File: config.mk
export PLATFORM = sky130hd
export DESIGN_NAME = tlm_sync_fifo
export DESIGN_NICKNAME = d
export VERILOG_FILES = /design/src/rtl/tlm_sync_fifo.sv
export SDC_FILE = /design/constraint.sdc
export NUM_CORES = 1
export LEC_CHECK = 0
export CAP_MARGIN = 15
export CORE_MARGIN = 2
export CORE_UTILIZATION = 50
export DETAILED_ROUTE_END_ITERATION = 10
export PLACE_DENSITY = 0.66
export SETUP_SLACK_MARGIN = 0.5
export SLEW_MARGIN = 20
export SYNTH_ARGS = -nofsm -noshare
export SYNTH_HDL_FRONTEND = slang
export SYNTH_SLANG_ARGS = --single-unit
File: constraint.sdc
create_clock -name clk -period 5 [get_ports clk]
set_input_delay 1 -clock clk [delete_from_list [all_inputs] [get_ports clk]]
set_output_delay 1 -clock clk [all_outputs]
set_load 0.03 [all_outputs]
File: src/rtl/tlm_sync_fifo.sv
// Single-clock show-ahead FIFO with blocking or drop-on-full put side,
// registered fill-level flags, flush and a saturating drop counter.
module tlm_sync_fifo #(
    parameter int WIDTH    = 32,
    parameter int DEPTH    = 16,
    parameter bit BLOCKING = 1'b1,
    parameter int AF_LEVEL = DEPTH - 2,
    parameter int AE_LEVEL = 2
) (
    input  logic                       clk,
    input  logic                       rst_n,
    input  logic                       put_valid,
    input  logic [WIDTH-1:0]           put_data,
    output logic                       put_ready,
    output logic                       get_valid,
    output logic [WIDTH-1:0]           get_data,
    input  logic                       get_ready,
    input  logic                       flush,
    output logic [$clog2(DEPTH+1)-1:0] count,
    output logic                       full,
    output logic                       empty,
    output logic                       almost_full,
    output logic                       almost_empty,
    output logic [15:0]                drop_cnt
);
    localparam int AW = (DEPTH > 1) ? $clog2(DEPTH) : 1;
    localparam int CW = $clog2(DEPTH + 1);

    logic [WIDTH-1:0] mem_q [DEPTH];
    logic [AW-1:0]    wr_ptr_q, wr_ptr_d, rd_ptr_q, rd_ptr_d;
    logic [CW-1:0]    count_q, count_d;
    logic [15:0]      drop_q, drop_d;
    logic             full_q, empty_q, af_q, ae_q;
    logic             put_fire, get_fire;

    assign put_fire = put_valid & ~full_q & ~flush;
    assign get_fire = ~empty_q & get_ready & ~flush;

    always_comb begin
        wr_ptr_d = wr_ptr_q;
        rd_ptr_d = rd_ptr_q;
        count_d  = count_q;
        drop_d   = drop_q;
        if (flush) begin
            wr_ptr_d = '0;
            rd_ptr_d = '0;
            count_d  = '0;
        end else begin
            if (put_fire)
                wr_ptr_d = (wr_ptr_q == AW'(DEPTH - 1)) ? '0 : wr_ptr_q + 1'b1;
            if (get_fire)
                rd_ptr_d = (rd_ptr_q == AW'(DEPTH - 1)) ? '0 : rd_ptr_q + 1'b1;
            if (put_fire && !get_fire)
                count_d = count_q + 1'b1;
            else if (get_fire && !put_fire)
                count_d = count_q - 1'b1;
            // A full FIFO never frees a slot for the same-cycle put in try_put mode either
            if (!BLOCKING && put_valid && full_q && drop_q != 16'hFFFF)
                drop_d = drop_q + 16'd1;
        end
    end

    always_ff @(posedge clk) begin
        if (!rst_n) begin
            wr_ptr_q <= '0;
            rd_ptr_q <= '0;
            count_q  <= '0;
            drop_q   <= '0;
            full_q   <= 1'b0;
            empty_q  <= 1'b1;
            af_q     <= (AF_LEVEL == 0);
            ae_q     <= 1'b1;
        end else begin
            wr_ptr_q <= wr_ptr_d;
            rd_ptr_q <= rd_ptr_d;
            count_q  <= count_d;
            drop_q   <= drop_d;
            full_q   <= (count_d == CW'(DEPTH));
            empty_q  <= (count_d == '0);
            af_q     <= (32'(count_d) >= 32'(AF_LEVEL));
            ae_q     <= (32'(count_d) <= 32'(AE_LEVEL));
        end
    end

    // Storage is deliberately left out of reset; contents are dead once pointers clear
    always_ff @(posedge clk) begin
        if (put_fire)
            mem_q[wr_ptr_q] <= put_data;
    end

    assign put_ready    = BLOCKING ? ~full_q : 1'b1;
    assign get_valid    = ~empty_q;
    assign get_data     = mem_q[rd_ptr_q];
    assign count        = count_q;
    assign full         = full_q;
    assign empty        = empty_q;
    assign almost_full  = af_q;
    assign almost_empty = ae_q;
    assign drop_cnt     = drop_q;
endmodule

==> results.toml, run 1 <==
[logic_synthesis]
synth.avg_cell_area_sq_um = 24.0
synthArstFlopShare = 0
dominantRegCellSynth = "edfxtp_1"
synth-seq-cells = 533
yosys-top-cells-area = "edfxtp_1 74%, mux4_2 14%, mux4_1 3.8%"
yosys_warnings = 0
synth_edf_count = 512
synthCells = 865
synth.distinct_cells = 49
yosysSeqAreaShare = 0.760
yosysTopAreaCell = "edfxtp_1"
netlist.area_leader.share = 0.740
syn_area_sq_um = 20800

[clock_network]
cts-root-buf = "clkbuf_16"
cts.path.max_buffers = 3
htree_levels = 2
insertion_delay_ns = 0.60
tritoncts = "done"
post_cts_buffers = 0
cts_sinks = 533
cts-hold-fix-buffers = 0
cts_buffers = 53
cts_resized = 0
path_clk_slew_ns = 0.06

[place]
dp_hpwl_mm = 22.6
portBuffers = 79
gp_congestion = 0.771
placed_cell_area_sq_um = 22300

[power_and_ir_drop]
p_sw_frac = 0.202
powerDensity_nw_per_um2 = 377
p_leak_nw = 7.35
intPower_mw = 7.22
p_sw_mw = 1.83
seq_power_share = 0.544
clkPwrFrac = 0.425
vdd_drop_max_mv = 0.294
combPwrFrac = 0.031

[timing]
fin_crit_ns = 4.22
rsz0062_at_grt = "no"
fin_skew_ns = 0.0108
hold_violations = 0
setup_violations = 0
fin_tns_setup_ns = 0
drv_slew = 0
max-slew-margin-rel = 0.279
tightest_slew_ns = 1.08
period_share = 0.843
fmax_mhz = 237

[final_layout]
area_growth_pct = 15.3
final_layout_size_suffix_gt1_frac = 0.263
fillers = 2951
layout_common_cells = "512 x edfxtp_1, 130 x mux4_2, 79 x clkdlybuf4s50_1"
final_area_sq_um = 24000
layout_commonest_cell = "edfxtp_1"
num_antenna_cells = 0
finalNetCount = 1041

[floorplan]
core_sq_um = 40900
die_height_um = 208
rows = 74
start_util = 0.508
io_pins = 96
die_area_sq_um = 43200
die_w_um = 208

[routing]
avgViaCountPerCell = 5.88
drtAntennaViolNets = 0
routedWlPerCell_um = 26.3
vias = 9244
drt_iter0_markers = 732
totalWireLength_mm = 41.3
drt_pre_antenna_iters = 5
drcViolationCount = 0

[grt]
grt_pass1_vias = 9542
grt_pass1_wl_mm = 61.4
overflow = 0
grt_max_degree = 71
grtUsageTotal = 0.193
antenna_found_initial = 1

[setup_path]
crit_chain = "buf_12 > mux4_2 > mux4_2 > clkdlybuf4s50_1"
crit_path_end_kind = "primary output"
slowest_delay_ns = 0.63
crit_top_cell = "mux4_2"
cp_max_fo = 31
crit_path_start_kind = "register"
worstSetupPathType = "reg -> out"
cp.arrival_ns = 3.22
slowest_stage = "clkdlybuf4s50_1"
cp.required_ns = 4.00

[outcome]
outcome = "finished, final reports clean"

[run]
maxCapViolCount = 0

[worst_hold_path]
hold_class = "reg -> reg"
[logic make-up (layout without fill, tap and decap cells)]
| family | Yosys count | in the layout | synth area share |
|---|---|---|---|
| other | 1 | 16 | 0.000180 |
| DFF | 533 | 533 | 0.760 |
| buffers and inverters | 61 | 221 | 0.0277 |
| xor gates and xnor gates | 2 | 2 | 0.000843 |
| muxes | 162 | 162 | 0.180 |
| adders and majority gates | 7 | 7 | 0.00421 |
| AOI/OAI and AO/OA | 27 | 27 | 0.00867 |
| and+or+nand+nor | 72 | 72 | 0.0188 |
[synthesized netlist by cell type, types with 2 or more instances]
library cell and instances:
edfxtp_1 512, mux4_2 130, mux4_1 30, dfxtp_1 21, nor2_1 21, nand2_1 18
buf_4 17, clkbuf_8 15, buf_6 13, a21oi_1 11, ha_1 7, inv_1 6
nor3_1 6, clkbuf_1 5, o21ai_0 5, nand3_1 4, buf_8 3, nand2b_1 3
or3_1 3, a211oi_1 2, and2_1 2, buf_2 2, nand2b_4 2, xor2_1 2
[worst max-delay path: cells and delay by family, from the launching register on]
family | cells | cell delay (ns)
buffers and inverters | 2 | 0.94
DFF | 1 | 0.60
muxes | 2 | 1.07
[sequential cells by signal, indices dropped and copies added (netlist names), named ones only]
signal,flops
mem_q,512
count,5
empty,1
wr_ptr_q,4
full,1
rd_ptr_q,4
almost_full,1
almost_empty,1
[path summary, 6_finish.rpt]
kind                     from             to  slack [ns]  cells past startpoint
setup reg to reg         full  mem_q[13][17]        2.43                      5
hold reg to reg   wr_ptr_q[1]    wr_ptr_q[1]        0.54                      2
setup / recovery     register   get_data[29]        0.78                      4
hold / removal    wr_ptr_q[1]    wr_ptr_q[1]        0.54                      2
[cell type report]
type	count	area, sq um	area share
clock inverters	32	283	0.0118
multi-input cells	286	4580	0.191
inverters	6	22.5	0.000940
well taps	532	666	0.0278
repair buffers	117	1210	0.0504
clock buffers	66	1400	0.0583
flip-flops and latches	533	15800	0.659
[power groups by stage]
stage / sequential (mW) / clock [mW] / combinational, mW
after global routing: 4.92 / 4.11 / 0.304
after floorplan: 5.01 / 0 / 0.153
final: 4.92 / 3.84 / 0.284
after global placement: 5.01 / 0 / 0.279
after detailed placement: 5.01 / 0 / 0.284
after CTS: 4.92 / 3.93 / 0.285
[metrics by stage]
| stage | hold slack (ns) | cells | setup WS [ns] | utilization | power, mW |
|---|---|---|---|---|---|
| 4_1_cts | 0.532 | 1571 | 0.519 | 0.585 | 9.13 |
| 3_5_place_dp | 0.518 | 1473 | 1.18 | 0.544 | 5.30 |
| 6_report | 0.537 | 1572 | 0.785 | 0.586 | 9.04 |
| 3_3_place_gp | 0.495 | 1473 | 1.18 | 0.544 | 5.29 |
| 2_1_floorplan | 0.472 | 880 | 0.801 | - | 5.17 |
| 5_1_grt | 0.555 | 1572 | 0.642 | 0.586 | 9.33 |
[routing by layer]
| metal | GRT usage | vias to the layer above | wire (um) |
|---|---|---|---|
| met4 | 0.0462 | 2 | 780 |
| met3 | 0.0454 | 63 | 2400 |
| li1 | - | 3961 | - |
| met5 | 0 | - | 14 |
| met2 | 0.309 | 261 | 20400 |
| met1 | 0.274 | 4957 | 17700 |
No activity file was read; power rests on OpenSTA's default activity.
==> run 2, diff against run 1 <==
- clock period: 5 -> 3.9 ns (I/O delays scaled with it)
==> run 2 against run 1 <==
Wire length grew 6.9%. Global-route usage rose by 1.1 points. Sequential power up 28%. Critical path type unchanged. Worst setup slack got worse by 0.31 ns. Final cell count is 2.5% higher. First-iteration DRC count grew 19%. Critical path depth grew 1. Sequential share of layout area shrank 1.8 points. Clock skew rose by 0.0063 ns. Cell area is 2.8% higher. Combinational power rose by 37%.
==> results.toml, run 2 (synthesized netlist as in run 1, its figures left out) <==
[timing]
max-slew-margin-rel = 0.543
rsz0062_at_grt = "yes"
hold_violations = 0
drv_slew = 0
fin_skew_ns = 0.0171
fmax_mhz = 292
setup_violations = 0
tightest_slew_ns = 0.685
fin_tns_setup_ns = 0
period_share = 0.879
fin_crit_ns = 3.43

[routing]
drt_pre_antenna_iters = 5
drcViolationCount = 0
drtAntennaViolNets = 0
avgViaCountPerCell = 5.93
drt_iter0_markers = 871
vias = 9558
routedWlPerCell_um = 27.4
totalWireLength_mm = 44.1

[outcome]
outcome = "finished, final reports clean"

[setup_path]
cp_top_family = "multiplexers"
slowest_stage = "mux4_1"
crit_path_end_kind = "primary output"
reg2reg_slack_ns = 1.46
cp.required_ns = 3.12
ff2ff_path_depth = 5
r2r-start = "full"
slowest_delay_ns = 0.56
worst-path-buf-inv = 3
crit_path_start_kind = "register"
cp_max_fo = 8
crit_chain = "buf_12 > buf_16 > mux4_1 > mux4_2 > buf_4"
r2r_end = "mem_q[7][11]"
worstSetupPathType = "reg -> out"
cp.arrival_ns = 2.65

[floorplan]
start_util = 0.508
core_sq_um = 40900
rows = 74
die_area_sq_um = 43200
die_w_um = 208
die_height_um = 208
io_pins = 96

[power_and_ir_drop]
seq_power_share = 0.525
clkPwrFrac = 0.442
p_sw_mw = 2.35
intPower_mw = 9.64
p_leak_nw = 7.68
powerDensity_nw_per_um2 = 487
p_sw_frac = 0.196
vdd_drop_max_mv = 0.432
combPwrFrac = 0.032

[worst_hold_path]
min-delay-start = "rd_ptr_q[1]"
hold_depth = 2
hold_class = "reg -> reg"

[final_layout]
finalNetCount = 1079
layout_common_cells = "512 x edfxtp_1, 142 x mux4_2, 62 x clkbuf_16"
largest_reg_flops = 512
layout_commonest_cell = "edfxtp_1"
regMostFlops = "mem_q"
fillers = 2872
final_layout_size_suffix_gt1_frac = 0.337
final_area_sq_um = 24600
area_growth_pct = 18.5

[clock_network]
cts_sinks = 533
tritoncts = "done"
cts.path.max_buffers = 3
cts_buffers = 54
path_clk_slew_ns = 0.06
htree_levels = 2
insertion_delay_ns = 0.59
cts-root-buf = "clkbuf_16"

[grt]
grt_pass1_vias = 9777
overflow = 0
grtUsageTotal = 0.204
grt_pass1_wl_mm = 64.4
antenna_found_initial = 1
grt_max_degree = 33

[place]
dp_hpwl_mm = 23.4
placed_cell_area_sq_um = 22500
portBuffers = 79
gp_congestion = 0.730

[run]
maxCapViolCount = 0
-- run 2: timing repair --
item / in CTS / in global routing
gates resized for setup: 178 / 48
setup endpoints to repair: 32 / 29
hold buffers: 0 / 0
gates cloned: 3 / 5
buffers inserted: 10 / 3
-- run 2: power groups by stage --
stage | combinational (mW) | clock, mW | sequential (mW)
3_3_place_gp | 0.367 | 0 | 6.42
2_1_floorplan | 0.197 | 0 | 6.43
5_1_grt | 0.417 | 5.62 | 6.30
3_5_place_dp | 0.375 | 0 | 6.42
4_1_cts | 0.376 | 5.39 | 6.30
6_report | 0.390 | 5.31 | 6.30
-- run 2: area by class of cell --
class / count / area [sq um] / area share
Clock inverter: 33 / 379 / 0.0154
Multi-Input combinational cell: 286 / 4560 / 0.185
Sequential cell: 533 / 15800 / 0.641
Clock buffer: 66 / 1460 / 0.0593
Tap cell: 532 / 666 / 0.0270
Timing Repair Buffer: 154 / 1740 / 0.0707
Inverter: 6 / 22.5 / 0.000914
Antenna cell: 1 / 2.50 / 0.000102
-- run 2: metal layers --
layer,vias to the layer above,GRT usage,share of wire
met5,-,0,0
met4,0,0.0514,0.020
met3,61,0.0371,0.059
met2,323,0.332,0.50
met1,5151,0.291,0.42
li1,4023,-,-
-- run 2: how the worst max path moves through the flow --
| stage | slack [ns] | cells after the start | to |
|---|---|---|---|
| finish | 0.47 | 5 | get_data[9] |
| global route | 0.41 | 6 | get_data[27] |
| CTS | 0.40 | 5 | get_data[2] |
| detailed placement | 0.46 | 5 | get_data[13] |
| global placement | 0.49 | 5 | get_data[6] |
| floorplan | 0.78 | 4 | mem_q[15][0] |
-- run 2: through the flow --
stage	power [mW]	hold slack (ns)	instances	worst slack, ns	util
after floorplan	6.62	0.472	880	0.776	-
after global placement	6.79	0.487	1490	0.485	0.550
after detailed placement	6.80	0.500	1490	0.458	0.550
after CTS	12.1	0.507	1602	0.398	0.598
after global routing	12.3	0.553	1611	0.408	0.602
final	12.0	0.498	1611	0.472	0.602
-- run 2: worst register-to-register path: stages (launching register included) --
cell      delay [ns]
dfxtp_1         0.34
nand2b_4        0.20
nor2_1          0.40
nand2_1         0.40
nor2_4          0.44
buf_4           0.34
==> run 3, diff against run 2 <==
- ABC_CLOCK_PERIOD_IN_PS: unset -> 3900
==> results of run 3 <==
The final DEF is identical to that of run 2; final timing and power are the same.
